--- config.mk ---
export PLATFORM = sky130hd
export DESIGN_NAME = data_mem_mmio
export DESIGN_NICKNAME = d
export VERILOG_FILES = /design/src/rtl/data_mem_mmio.sv
export SDC_FILE = /design/constraint.sdc
export NUM_CORES = 2
export LEC_CHECK = 0
export ABC_AREA = 1
export BUFFER_PORTS_ARGS = -buffer_cell sky130_fd_sc_hd__buf_4
export CAP_MARGIN = 20
export CORE_MARGIN = 1
export CORE_UTILIZATION = 26
export DETAILED_ROUTE_END_ITERATION = 8
export PLACE_DENSITY = 0.38
export SLEW_MARGIN = 25
export SYNTH_ARGS = -nofsm -noshare
export SYNTH_HDL_FRONTEND = slang
export SYNTH_SLANG_ARGS = --single-unit
--- constraint.sdc ---
create_clock -name clk -period 3.04 [get_ports clk]
set_clock_uncertainty 0.1 [all_clocks]
set_input_delay 0.608 -clock clk [delete_from_list [all_inputs] [get_ports clk]]
set_output_delay 0.608 -clock clk [all_outputs]
set_load 0.1 [all_outputs]
--- src/rtl/data_mem_mmio.sv ---
// Data RAM plus pong MMIO registers (tick timer, buttons, vsync/frame, LEDs).
// Reads are combinational from the address; writes commit on the rising clock edge.
module data_mem_mmio #(
    parameter int unsigned RAM_WORDS = 64,
    parameter int unsigned TICK_DIV  = 50000
) (
    input  logic        clk,
    input  logic        reset,
    input  logic        MemWrite,
    input  logic [31:0] ALUResult,
    input  logic [31:0] WriteData,
    output logic [31:0] ReadData,
    input  logic [3:0]  btn,
    input  logic        vsync,
    output logic [7:0]  led
);

    localparam int unsigned AW = $clog2(RAM_WORDS);
    localparam int unsigned PW = $clog2(TICK_DIV);

    localparam logic [29:0] W_TIMER = 30'h400;
    localparam logic [29:0] W_TICK  = 30'h401;
    localparam logic [29:0] W_BTN   = 30'h402;
    localparam logic [29:0] W_FRAME = 30'h403;
    localparam logic [29:0] W_LED   = 30'h404;

    typedef enum logic [2:0] {
        SEL_NONE,
        SEL_RAM,
        SEL_TIMER,
        SEL_TICK,
        SEL_BTN,
        SEL_FRAME,
        SEL_LED
    } sel_t;

    logic [31:0]   mem [RAM_WORDS];
    logic [29:0]   word_addr;
    logic [AW-1:0] ram_idx;
    sel_t          sel;

    logic [PW-1:0] presc;
    logic [31:0]   timer_cnt;
    logic          tick_flag;
    logic          wrap;

    logic [3:0]    btn_s1, btn_s2, btn_d, btn_flag, btn_rise;
    logic          vs_s1, vs_s2, vs_d, frame_flag, vs_rise;
    logic [15:0]   frame_cnt;

    logic          wr_timer, wr_tick, wr_btn, wr_frame, wr_led;
    logic          unused_addr_bits;

    assign word_addr        = ALUResult[31:2];
    assign ram_idx          = word_addr[AW-1:0];
    assign unused_addr_bits = ^ALUResult[1:0];

    always_comb begin
        sel = SEL_NONE;
        if (word_addr[29:AW] == '0) begin
            sel = SEL_RAM;
        end else begin
            case (word_addr)
                W_TIMER: sel = SEL_TIMER;
                W_TICK:  sel = SEL_TICK;
                W_BTN:   sel = SEL_BTN;
                W_FRAME: sel = SEL_FRAME;
                W_LED:   sel = SEL_LED;
                default: sel = SEL_NONE;
            endcase
        end
    end

    assign wr_timer = MemWrite && (sel == SEL_TIMER);
    assign wr_tick  = MemWrite && (sel == SEL_TICK);
    assign wr_btn   = MemWrite && (sel == SEL_BTN);
    assign wr_frame = MemWrite && (sel == SEL_FRAME);
    assign wr_led   = MemWrite && (sel == SEL_LED);

    // RAM has no reset so its contents survive a reset pulse
    always_ff @(posedge clk) begin
        if (MemWrite && (sel == SEL_RAM))
            mem[ram_idx] <= WriteData;
    end

    assign wrap = (presc == PW'(TICK_DIV - 1));

    always_ff @(posedge clk or posedge reset) begin
        if (reset) begin
            presc     <= '0;
            timer_cnt <= '0;
        end else if (wr_timer) begin
            presc     <= '0;
            timer_cnt <= '0;
        end else begin
            presc <= wrap ? '0 : presc + PW'(1);
            if (wrap)
                timer_cnt <= timer_cnt + 32'd1;
        end
    end

    assign btn_rise = btn_s2 & ~btn_d;
    assign vs_rise  = vs_s2 & ~vs_d;

    // Sticky flags: a same-cycle set overrides the write-1-to-clear
    always_ff @(posedge clk or posedge reset) begin
        if (reset) begin
            btn_s1     <= '0;
            btn_s2     <= '0;
            btn_d      <= '0;
            vs_s1      <= 1'b0;
            vs_s2      <= 1'b0;
            vs_d       <= 1'b0;
            tick_flag  <= 1'b0;
            btn_flag   <= '0;
            frame_flag <= 1'b0;
            frame_cnt  <= '0;
            led        <= '0;
        end else begin
            btn_s1     <= btn;
            btn_s2     <= btn_s1;
            btn_d      <= btn_s2;
            vs_s1      <= vsync;
            vs_s2      <= vs_s1;
            vs_d       <= vs_s2;
            tick_flag  <= (tick_flag & ~(wr_tick & WriteData[0])) | wrap;
            btn_flag   <= (btn_flag & ~({4{wr_btn}} & WriteData[7:4])) | btn_rise;
            frame_flag <= (frame_flag & ~(wr_frame & WriteData[0])) | vs_rise;
            if (vs_rise)
                frame_cnt <= frame_cnt + 16'd1;
            if (wr_led)
                led <= WriteData[7:0];
        end
    end

    always_comb begin
        ReadData = '0;
        case (sel)
            SEL_RAM:   ReadData = mem[ram_idx];
            SEL_TIMER: ReadData = timer_cnt;
            SEL_TICK:  ReadData = {31'b0, tick_flag};
            SEL_BTN:   ReadData = {24'b0, btn_flag, btn_s2};
            SEL_FRAME: ReadData = {frame_cnt, 15'b0, frame_flag};
            SEL_LED:   ReadData = {24'b0, led};
            default:   ReadData = '0;
        endcase
    end

endmodule

== After elaboration in Yosys (flattened, before gate mapping) ==
Memory sizes are Yosys's and may differ from the RTL's.
Cells that the tools add are included.
Storage, ports and cells
  register bits: 93
  word-level logic and storage cells: 62
  memories kept: 1
  memory bits (writable): 2048
Operators by class
  mux-type cells: 9
  $add $sub $neg: 3
  eq/ne operators: 12
  reductions and logical operators: 8
  bitwise gates (word level): 16
Memories
  mem: words 64, width 32, rd ports 1, clocked after Yosys merged registers in 0, wr ports 1, RTL line 37  | logic [31:0] mem [RAM_WORDS];
Operators with widths (number)
  $pmux W32 S6: 1
  $eq A30 B11 Y1 const B: 5
  $mux W32: 2
  $add A16 B1 Y16 const B: 2
  $add A32 B1 Y32 const B: 1
  $mux W16: 2
  $logic_not A24 Y1: 1
  $eq A16 B16 Y1 const B: 1
  $pmux W3 S5: 1
  $and A4 B4 Y4: 3
  $eq A3 B3 Y1 const B: 3
  $not A4 Y4: 2
  $eq A3 B2 Y1 const B: 2
  $logic_and A1 B1 Y1: 6
  $and A1 B1 Y1: 5
  $or A4 B4 Y4: 1
  $eq A3 B1 Y1 const B: 1
  $mux W3: 1
  $not A1 Y1: 3
  $mux W1: 2
  $or A1 B1 Y1: 2
  $reduce_bool A2 Y1: 1

== Logic depth before layout (Yosys ltp) ==
  word-level depth: 9
  gate-level depth with buffers: 17
  mapped depth without buffers: 14

== Worst setup path before layout ==
OpenSTA, ideal clock, no wires.
  path kind: input -> register
  from: input ALUResult[4]
  to: memory mem[57][0], enable pin
  stages on the path: 7
  setup time: 0.461 ns
  required time: 2.479 ns
  buffers on the path: 4
  slack: -1.383 ns
  arrival: 3.862 ns
  path through: buf_4 > inv_2 > buf_2 > buf_2 > buf_1 > nand2_1 > nor3_1
Between the ends
  word-level cells in the longest chain between the ends: 7
Ends and longest elaborated chain
  start: declaration: RTL line 10  | input logic [31:0] ALUResult,
  $eq A30 B11 Y1: RTL line 63  | case (word_addr)
  $pmux W3 S5: RTL line 63
  $mux W3: RTL line 60  | if (word_addr[29:AW] == '0) begin
  $eq A3 B1 Y1: RTL line 82  | if (MemWrite && (sel == SEL_RAM))
  $logic_and A1 B1 Y1: RTL line 82
  $mux W1: RTL line 82
  $mux W1 (implied by the code): RTL line 83  | mem[ram_idx] <= WriteData;
  end: declaration: RTL line 37
Several ways; a longest one is shown, not always the timed one.

== Worst setup path after layout ==
  from: input ALUResult[2]
  to: output ReadData[21]
Between the ends
  word-level cells in the longest chain between the ends: 5
Ends and longest elaborated chain
  $eq A30 B11 Y1: RTL line 63
  $pmux W3 S5: RTL line 63
  $mux W3: RTL line 60
  $eq A3 B3 Y1, or another cell as far along: RTL line 138  | case (sel)
  $pmux W32 S6 (*): RTL line 138
  end: declaration: RTL line 12  | output logic [31:0] ReadData,
Mark *: on every way between the ends. The rest lies on a longest branch, timed or not.

==> metrics.md <==
| Metric | Value |
|---|---|
| Mapped Cells | 6833 |
| Largest net degree at the start of global routing | 66 |
| Clock Latency Late Sink | 910 ps |
| Chip height | 573 um |
| Final non-filler cell total | 12200 |
| Placer congestion estimate | 0.838 |
| Synth Flop Type | edfxtp_1 |
| Via Count | 57300 |
| Fin util | 34.2% |
| CP Launch Type | primary input |
| Final setup viols | 32 |
| Synth cell types | 39 |
| Register area share after synthesis | 75.4% |
| Unrepaired setup endpoints after global routing | yes |
| Hold slack | 76.6 ps |
| Failing checks | DRC, setup timing |
| Leak pwr | 39.6 nW |
| Placement Rows | 209 |
| Vias in the first global route | 56400 |
| Max-slew violations | 0 |
| Crit path cell chain | buf_16 > inv_12 > nand2_8 > buf_12 > buf_16 > buf_12 > buf_8 > buf_16 > o22ai_1 > nand3b_1 > nand3_2 > nand2_1 > nand2_1 > nand2_1 > nor2_1 > buf_4 > nand2_1 > nand2_2 > buf_12 |
| Minimum clock period | 3760 ps |
| Pwr/cell area | 597 nW/um^2 |
| Slowest CP cell | buf_4 |
| Fraction of layout cells with a size suffix above 1 | 20.8% |
| Leading cell type in the layout, fill and taps excluded | edfxtp_1 |
| GRT Resource Usage Total | 20.0% |
| Worst EP arrival | 3050 ps |
| Clk sinks | 2141 |
| Core area | 324000 sq um |
| Die area | 328000 sq um |
| Clock Tree Buf Depth | 4 |
| Io pins | 112 |
| YS warnings | 0 |
| Final hold violation count | 0 |
| Worst setup EP type | primary output |
| Total grt overflow | 0 |
| EDFF count, synth | 2048 |
| Kind of critical path | primary input to primary output |
| Sum of net half-perimeters after detailed placement | 205000 um |
| Storage element area | 63800 sq um |
| PortBufs | 109 |
| Cell mode on critical path | nand2_1 |
| Syn_area_per_cell | 12.4 sq um |
| Placed Instances | 11600 |
| Hold Path Class | primary input to register |
| Clock root buffer | clkbuf_16 |
| Async SR Flop Fraction | 4.34% |
| Clock Pin Slew Worst Setup and Hold Paths | 60 ps |
| First-pass GRT wire length | 457000 um |
| Routed vias/inst | 4.69 |
| Multi-input logic area | 19900 sq um |
| Max transition margin | 30.3% |
| Antenna Nets Post-Route | 0 |
| CTS Buf Count | 245 |
| Area after DPL | 98400 sq um |
| Total power | 66.2 mW |
| Mapped cell area | 84600 sq um |
| Initial DRT Pass Iterations | 8 |
| Crit-path max cell delay | 200 ps |
| #FFs+latches synth | 2141 |
| CP max FO | 7 |
| Peak supply drop | 0.503 mV |
| WL/cell | 27.5 um |
| MaxCap Viol Count | 0 |
| Die width | 573 um |
| Residual DRC | 52 |
| Fmax | 0.266 GHz |
| Worst slew pin tran | 1050 ps |
| Most frequent cells in the layout | edfxtp_1 (2048), nor2_1 (1695), nand2_1 (799), buf_4 (469), o22ai_1 (415) |
| Final Net Count | 7758 |
| Layout area overhead | 30.9% |
| Part of the cycle the worst path needs | 124% |
| Fillers | 31600 |
| WP data required | 2330 ps |
| Post-route cell area | 111000 sq um |
| Iter 0 DRT Violations | 5624 |
| Htree depth | 4 |
| Antenna violations before repair | 30 |
| Final worst setup slack | -717 ps |
| CTS tree | done |
| Starting Density | 26.1% |
| Status | finished with violations |
| DRT Wirelength | 336000 um |
| Mapped Nets | 6908 |
[sequential cells by signal (all words and copies together), names as in the netlist]
register    count
vs_d            1
led             8
vs_s1           1
presc          16
btn_d           4
vs_s2           1
btn_s1          4
btn_flag        4
tick_flag       1
frame_flag      1
frame_cnt      16
timer_cnt      32
mem          2048
btn_s2          4
[cell usage after synthesis (2+ instances only)]
cell type  count  area (sq um)
clkinv_1       2          7.51
and3_1         4          25.0
buf_1         30           113
ha_1           3          37.5
nor2_2         4          25.0
mux2_2         4          45.0
o211ai_1      32           240
nand3b_1     129           968
nand2_1      974          3660
xnor2_1        3          26.3
nand2_2        2          12.5
a22oi_1        4          30.0
nor3b_1        8          60.1
nand3_1      242          1210
o21ai_0      200          1000
nor3_1        71           355
nand4_1       38           238
o21ai_1       69           345
buf_4          4          30.0
a21oi_1       15          75.1
nor3_2         2          20.0
o22ai_1      416          2600
dfrtp_1       93          2330
a31oi_1        3          18.8
inv_2          8          30.0
o21bai_1      34           255
inv_1        259           972
clkbuf_1     136           510
nor4_1         5          31.3
or2_2          3          18.8
xor2_1        28           245
buf_2        165           826
edfxtp_1    2048         61500
nor2_1      1790          6720
[power by group]
group	internal [mW]	switching, mW
Combinational	1.84	3.43
Clock	16.2	12.3
Sequential	32.3	0.0371
Total	50.4	15.7
[stage by stage]
| step | TNS [ps] | worst slack, ps |
|---|---|---|
| floorplan | -742680 | -493 |
| finish | -18800 | -717 |
| global route | -21130 | -743 |
| global placement | -742560 | -1860 |
| CTS | -19310 | -745 |
| detailed placement | -661570 | -1790 |
[worst paths after layout]
kind,cells after the start,slack [ps],to,startpoint
max,19,-720,ReadData[21],ALUResult[2]
min,1,80,mem[30][11],WriteData[11]
max reg2reg,11,690,timer_cnt[22],presc[0]
min reg2reg,0,250,vs_s2,vs_s1
max in group asynchronous,4,2000,frame_cnt[12],reset
min in group asynchronous,3,100,presc[14],reset
[cell families (layout without fill, tap and decap cells)]
| family | after synthesis | in the layout | synth area share [%] |
|---|---|---|---|
| buffers and inverters | 605 | 1654 | 2.95 |
| multiplexers | 4 | 4 | 0.0532 |
| XOR/XNOR | 31 | 31 | 0.321 |
| AO/OA/AOI/OAI | 775 | 775 | 5.42 |
| adder cells (fa/ha/maj) | 3 | 3 | 0.0444 |
| other | 0 | 12 | 0 |
| AND/OR/NAND/NOR | 3274 | 3275 | 15.8 |
| flip-flops | 2141 | 2141 | 75.4 |
[layer usage]
metal	vias up	GRT usage [%]	share of wire [%]
met5	-	0.353	0.0068
met1	29400	27.4	45
li1	25900	-	-
met4	4	5.20	2.5
met2	1653	32.1	46
met3	379	4.01	6.5
[critical path: cells and delay by family]
kind | cells | cell delay, ps
simple gates | 9 | 1010
buf+inv | 9 | 1310
compound gates | 1 | 70
[timing repair]
| action | CTS | global route |
|---|---|---|
| gates cloned | 32 | 14 |
| buffers inserted | 64 | 53 |
| hold buffers | 7 | 0 |
| pin swaps | 30 | 40 |
| gates resized for setup | 451 | 196 |
| setup endpoints to repair | 32 | 32 |
| hold endpoints to repair | 100 | 0 |
[final cells by class]
cell class / instances / area share (%)
Tap cell: 4325 / 4.89
Inverter: 269 / 0.965
Sequential cell: 2141 / 57.6
Clock inverter: 141 / 1.09
Timing Repair Buffer: 938 / 11.7
Antenna cell: 12 / 0.0271
Multi-Input combinational cell: 4088 / 18.0
Clock buffer: 306 / 5.74
No activity file was read; power rests on OpenSTA's default activity.
